`src/rtl/mem_arbiter.sv`:
```
// Arbitrates the 16x8 memory port between CPU reads, loader byte writes and a
// one-shot clear sweep; writes use a setup/strobe/hold sequence.
module mem_arbiter #(
    parameter int unsigned ADDR_W = 4,
    parameter int unsigned DATA_W = 8,
    parameter logic [DATA_W-1:0] CLR_VALUE = '0
) (
    input  logic              clk,
    input  logic              reset,
    input  logic              cpu_req,
    input  logic [ADDR_W-1:0] cpu_adr,
    output logic              cpu_grant,
    output logic [DATA_W-1:0] cpu_data,
    input  logic              ld_req,
    input  logic [ADDR_W-1:0] ld_adr,
    input  logic [DATA_W-1:0] ld_data,
    output logic              ld_ack,
    input  logic              clr_start,
    output logic              clr_busy,
    output logic              mem_write,
    output logic [ADDR_W-1:0] mem_adr,
    output logic [DATA_W-1:0] mem_din,
    input  logic [DATA_W-1:0] mem_value
);

    localparam logic [2:0] S_IDLE   = 3'd0;
    localparam logic [2:0] S_CPU    = 3'd1;
    localparam logic [2:0] S_SETUP  = 3'd2;
    localparam logic [2:0] S_STROBE = 3'd3;
    localparam logic [2:0] S_HOLD   = 3'd4;

    localparam logic [ADDR_W-1:0] LAST_ADR = '1;

    logic [2:0]        r_state;
    logic [2:0]        w_state_nxt;
    logic [ADDR_W-1:0] r_wadr;
    logic [ADDR_W-1:0] w_wadr_nxt;
    logic [DATA_W-1:0] r_wdata;
    logic [DATA_W-1:0] w_wdata_nxt;
    logic              r_sweep;
    logic              w_sweep_nxt;
    logic              r_clr_pend;
    logic              w_clr_pend_nxt;
    logic              r_mem_write;
    logic              r_cpu_grant;
    logic              r_ld_ack;

    // State and registered outputs, decoded from the next state so they never glitch
    always_ff @(posedge clk or posedge reset) begin
        if (reset) begin
            r_state     <= S_IDLE;
            r_wadr      <= '0;
            r_wdata     <= '0;
            r_sweep     <= 1'b0;
            r_clr_pend  <= 1'b0;
            r_mem_write <= 1'b0;
            r_cpu_grant <= 1'b0;
            r_ld_ack    <= 1'b0;
        end else begin
            r_state     <= w_state_nxt;
            r_wadr      <= w_wadr_nxt;
            r_wdata     <= w_wdata_nxt;
            r_sweep     <= w_sweep_nxt;
            r_clr_pend  <= w_clr_pend_nxt;
            r_mem_write <= (w_state_nxt == S_STROBE);
            r_cpu_grant <= (w_state_nxt == S_CPU);
            r_ld_ack    <= (w_state_nxt == S_HOLD) && !w_sweep_nxt;
        end
    end

    // Next-state: fixed priority clear > loader > CPU, no preemption
    always_comb begin
        w_state_nxt    = r_state;
        w_wadr_nxt     = r_wadr;
        w_wdata_nxt    = r_wdata;
        w_sweep_nxt    = r_sweep;
        w_clr_pend_nxt = r_clr_pend | clr_start;
        case (r_state)
            S_IDLE: begin
                if (r_clr_pend) begin
                    w_sweep_nxt = 1'b1;
                    w_wadr_nxt  = '0;
                    w_wdata_nxt = CLR_VALUE;
                    w_state_nxt = S_SETUP;
                end else if (clr_start) begin
                    // Clear request is being registered; grant nothing so it wins next cycle
                    w_state_nxt = S_IDLE;
                end else if (ld_req) begin
                    w_wadr_nxt  = ld_adr;
                    w_wdata_nxt = ld_data;
                    w_state_nxt = S_SETUP;
                end else if (cpu_req) begin
                    w_state_nxt = S_CPU;
                end
            end
            S_CPU: begin
                if (!cpu_req) begin
                    w_state_nxt = S_IDLE;
                end
            end
            S_SETUP:  w_state_nxt = S_STROBE;
            S_STROBE: w_state_nxt = S_HOLD;
            S_HOLD: begin
                if (r_sweep && (r_wadr != LAST_ADR)) begin
                    w_wadr_nxt  = r_wadr + ADDR_W'(1);
                    w_state_nxt = S_SETUP;
                end else begin
                    w_state_nxt = S_IDLE;
                    if (r_sweep) begin
                        w_sweep_nxt    = 1'b0;
                        w_clr_pend_nxt = 1'b0;
                    end
                end
            end
            default: w_state_nxt = S_IDLE;
        endcase
    end

    // Memory address: CPU address passes straight through while granted
    always_comb begin
        mem_adr = '0;
        case (r_state)
            S_CPU:                     mem_adr = cpu_adr;
            S_SETUP, S_STROBE, S_HOLD: mem_adr = r_wadr;
            default:                   mem_adr = '0;
        endcase
    end

    assign cpu_data  = r_cpu_grant ? mem_value : '0;
    assign cpu_grant = r_cpu_grant;
    assign ld_ack    = r_ld_ack;
    assign clr_busy  = r_clr_pend;
    assign mem_write = r_mem_write;
    assign mem_din   = r_wdata;

endmodule

```
`config.mk`:
```
export PLATFORM = sky130hd
export DESIGN_NAME = mem_arbiter
export DESIGN_NICKNAME = d
export VERILOG_FILES = /design/src/rtl/mem_arbiter.sv
export SDC_FILE = /design/constraint.sdc
export NUM_CORES = 1
export LEC_CHECK = 0
export CELL_PAD_IN_SITES_DETAIL_PLACEMENT = 0
export CELL_PAD_IN_SITES_GLOBAL_PLACEMENT = 1
export CORE_UTILIZATION = 26
export DETAILED_ROUTE_END_ITERATION = 10
export PLACE_DENSITY_LB_ADDON = 0.1
export SYNTH_ARGS = -nofsm -noshare
export SYNTH_HDL_FRONTEND = slang
export SYNTH_SLANG_ARGS = --single-unit
```
`constraint.sdc`:
```
create_clock -name clk -period 1.4 [get_ports clk]
set_input_delay 0.28 -clock clk [delete_from_list [all_inputs] [get_ports clk]]
set_output_delay 0.28 -clock clk [all_outputs]
set_load 0.005 [all_outputs]
```
[After elaboration in Yosys (flattened, before gate mapping)]
Index checks and enable logic that the tools add are counted.
Operators by class
  muxes and demuxes: 23
  equal/unequal tests: 12
  reductions and logical operators: 9
  bitwise logic cells: 1
  add/subtract/negate cells: 1
Operators with widths (count)
  $mux 8: 4
  $mux 4: 4
  $pmux 4 s2: 2
  $mux 3: 5
  $pmux 3 s5: 1
  $eq 3x2->1 const B: 3
  $eq 3x1->1 const B: 2
  $eq 3x3->1 const B: 2
  $ne 3x3->1 const B: 2
  $mux 1: 5
  $add 4x1->4 const B: 1
  $ne 4x4->1 const B: 1
  $reduce_and 4->1: 1
  $reduce_bool 2->1: 2
  $logic_not 3->1: 1
  $reduce_and 3->1: 1
  $reduce_or 3->1: 1
  $logic_and 1x1->1: 2
  $mux 2: 1
  $ne 2x1->1 const B: 1
  $ne 2x2->1 const B: 1
  $pmux 1 s2: 1
  $logic_not 1->1: 1
  $or 1x1->1: 1
Word-level totals
  input port bits: 29
  flip-flop bits (word level): 20
  logic and storage cells: 54
  output and inout port bits: 24

[Longest topological paths before layout]
  depth in word-level cells: 7
  depth in mapped cells: 6
  depth with buffers taken out: 5

[Least setup slack after synthesis]
Ideal clock, no wire load.
  path type: reg2reg
  from: reg r_state[0]
  to: reg r_wadr[0]
  path slack: -0.152 ns
  library setup time: 0.124 ns
  buffers on the path: 1
  period minus slack after synthesis: 1.552 ns
  arrival time: 1.428 ns
  data required time: 1.276 ns
  cell stages (with the launch flop): 6
  path through: dfrtp_1 buf_6 nor3b_4 nand3_4 and2_4 a211o_1
Between the ends
  longest elaborated chain between the ends: 3
  elaborated cells on any way between the ends: 8
  classes of those cells: 4 x eq/ne; 1 x mux; 3 x reduce/logical
RTL lines
  start, declared: RTL line 34  | logic [2:0] r_state;
  start signal, assigned: RTL line 60  | r_state <= w_state_nxt;
  $eq 3x3->1 / $logic_not 3->1 (equally long branches): RTL line 78  | case (r_state)
  $ne 2x2->1 (no line) (tied with other cells)
  $reduce_and 4->1 (no line)
  end signal, assigned: RTL line 61  | r_wadr <= w_wadr_nxt;
  end, declared: RTL line 36  | logic [ADDR_W-1:0] r_wadr;
Parallel ways exist; a longest one is shown, timed or not.
A chain may end at the register's enable or synchronous reset.

[Worst setup path after layout]
  from: reg r_state[2]
  to: out mem_adr[1]
Between the ends
  longest elaborated chain between the ends: 3
  elaborated cells on any way between the ends: 6
  classes of those cells: 4 x eq/ne; 1 x mux; 1 x reduce/logical
RTL lines
  $eq 3x3->1 / $eq 3x2->1 (equally long branches): RTL line 122  | case (r_state)
  $reduce_or 3->1: RTL line 122
  $pmux 4 s2 (*): RTL line 122
  end, declared: RTL line 21  | output logic [ADDR_W-1:0] mem_adr,
Mark *: on every way between the ends. The rest lies on a longest branch, timed or not.

==> results.md <==
* Io pins at 53
* Largest net degree at the start of global routing at 21
* Kind of critical path: flop to primary output
* CTS Root Cell: clkbuf_8
* CP Capture Type: primary output
* Post-Syn Instances at roughly 120
* Ant. Diodes at 0
* Most frequent cells in the layout: 30 x clkdlybuf4s50_1, 28 x buf_4, 20 x nand2_1
* Tcrit/Tclk final at 114.7%
* Most common cell after layout, fill and taps aside: clkdlybuf4s50_1
* Status: finished, violations left
* PortBufs at 52
* Routed WL per cell at between 10 and 15 um
* Clk_skew at 1.004 ps
* Tmin final at 1605 ps
* Vias in the first global route at 1,151
* Synth cell types at 34
* Row Count at 23
* TritonCTS buffer count at 3
* Worst relative slew slack at 78.24%
* CTS tree: yes
* Worst skew pair latency at 250 ps
* Tightest Pin Transition at 323.0 ps
* Core area at 4029 um2
* 1st-pass router iterations at 4
* Final cell count without fillers at approximately 250
* Power per standard cell area at 1354 nW/um2
* FMAX at 622.9 MHz
* Worst IR Drop VDD at between 0.8 and 0.9 mV
* Filler Cell Count at 385
* Slew Limit Fails at 0
* Area Overhead vs Synth at 90.39%
* Switching share of power at 35.63%
* Power, Total at 0.002818 W
* Die area at 4470 um2
* Final setup violation count at 8
* Antenna violations before repair at 0
* Die height at about 67 um
* Final HPWL from detailed placement at around 2.4 mm
* Clk pwr share at 15.6%
* Synthesized area at 1094 um2
* Remaining DRCs at 0
* Design area at 2082 um2
* CP Data Arrival Time at 1330 ps
* Clock-pin slew of the registers on the worst-case setup and hold paths at 80 ps
* H-tree Lvls at 1
* Initial DRC Count at 39
* Cell-internal power at 0.001814 W
* Hold Violations, Final at 0
* Grt total ovfl at 0
* Clock buffer depth at 2
* Worst Setup Start Kind: flop
* Fraction of layout cells with a size suffix above 1 at 35.78%
* Pleak at 1.064 nW
* Total of max-cap violations at 0
* RSZ-0062 raised after global routing: true
* Failing checks: negative setup slack
* Initial cell density of the core at 27.14%
* Final worst slack at -205.4 ps
* Logic pwr share at a little under three fifths
* Die Width at 66.86 um
* Worst-path fanout max at 5
* Sink Count at 20
* GRT Overall Usage at 15.51%
* Post-Syn Nets at 148
* R2R depth at 5
* Via count at about 1,200
* Register area share after synthesis at 45.77%
* Vias per cell at 4.803
* Yosys reg bits at 20
* Hold Path Class: primary input to asynchronous set/reset pin
* NetSw at roughly 0.0010 W
* Final ANT Viol Nets at 0
* Inst Count DP at 233
* Routed WL at 3.548 mm
* Final GP Congestion at 0.7715
* Ys Warns at 0
* First-pass GRT wire length at 5.244 mm
* Avg Inst Size Synth at 9.267 um2
* Hold-fix buffers, CTS at 0
* CP required at between 1000 and 1500 ps
* NumNets Final at 235
* Part of the power in registers at 27.6%
* Area after DPL at 1782 um2
-- final timing paths --
path	slack, ps	end	start
setup / recovery	-210	mem_adr[1]	r_state[2]
hold / removal	360	mem_din[0]	reset
setup reg to reg	-190	r_wadr[0]	r_state[2]
hold reg to reg	470	mem_din[6]	mem_din[6]
max in group asynchronous	810	r_wadr[1]	reset
min in group clk	470	mem_din[6]	mem_din[6]
-- what timing repair did --
item | CTS | global route
gates cloned | 1 | 0
endpoints found under the setup margin | 32 | 31
setup buffers | 10 | 7
gates resized for setup | 52 | 33
pin swaps | 9 | 6
-- metrics by stage --
| step | hold slack (ps) | TNS [ps] | util (%) | setup WS [ps] |
|---|---|---|---|---|
| 6_report | 363.9 | -1208 | 51.68 | -205.4 |
| 5_1_grt | 415.3 | -2366 | 51.68 | -263.6 |
| 4_1_cts | 368.6 | -1307 | 48.35 | -211.3 |
| 3_5_place_dp | 459.3 | -8155 | 44.22 | -431.7 |
| 3_3_place_gp | 452.3 | -7516 | 44.22 | -381.0 |
| 2_1_floorplan | 243.8 | -242.0 | - | -144.1 |
-- kinds of logic after synthesis --
logic type | after synthesis | share of synthesized area (%)
adders and majority gates | 1 | 1.144
DFF | 20 | 45.77
buffers and inverters | 9 | 4.462
AOI/OAI and AO/OA | 26 | 15.45
and+or+nand+nor | 62 | 33.18
-- state kept, by name, indices dropped and copies added, names as in the netlist --
signal and flops:
r_state 3, r_sweep 1, clr_busy 1, r_wadr 4, cpu_grant 1, mem_din 8
ld_ack 1, mem_write 1
-- cells in the mapped netlist, drive strengths merged --
cell type	instances	area (um2)
dfrtp	20	500.5
nand2	20	75.07
and2	10	65.06
nand4	9	56.30
o21ai	8	40.03
a22oi	5	37.54
buf	5	33.78
nor2	5	18.77
nor2b	5	31.28
a21oi	4	20.02
nand3	4	32.53
inv	3	11.26
nor3b	3	33.78
nand2b	2	12.51
nor3	2	21.27
o22ai	2	12.51
a211o	1	8.760
a211oi	1	7.510
a22o	1	8.760
a2bb2oi	1	8.760
a32oi	1	8.760
and2b	1	7.510
clkbuf	1	3.750
ha	1	12.51
nor4b	1	8.760
o22a	1	8.760
o31ai	1	7.510
-- worst max-delay path, cell delays in order, from the launching register on --
cell	delay, ps
dfrtp_2	440
and2b_2	250
a22oi_2	190
o21ai_1	70
buf_2	120
-- layout make-up --
type	count	area, um2	area share, %
Timing Repair Buffer	88	814.5	39.12
Multi-Input combinational cell	89	633.1	30.41
Sequential cell	20	505.5	24.28
Tap cell	50	62.56	3.005
Clock buffer	4	55.05	2.644
Inverter	3	11.26	0.5409
-- per-layer routing --
| metal | track usage, % | part of all wire (%) |
|---|---|---|
| met4 | 2.394 | 0 |
| met2 | 27.40 | 52 |
| met1 | 20.23 | 42 |
| met3 | 2.055 | 6.1 |
| met5 | 0 | 0 |
-- power by group through the flow --
| stage | registers [W] | logic, W | clock network (W) |
|---|---|---|---|
| floorplan | 0.000765 | 0.000657 | 0 |
| global route | 0.000793 | 0.00173 | 0.000494 |
| CTS | 0.000764 | 0.00148 | 0.000462 |
| detailed placement | 0.000766 | 0.00125 | 0 |
| global placement | 0.000767 | 0.00123 | 0 |
| finish | 0.000779 | 0.00160 | 0.000439 |
(Power assumes the default switching activity.)
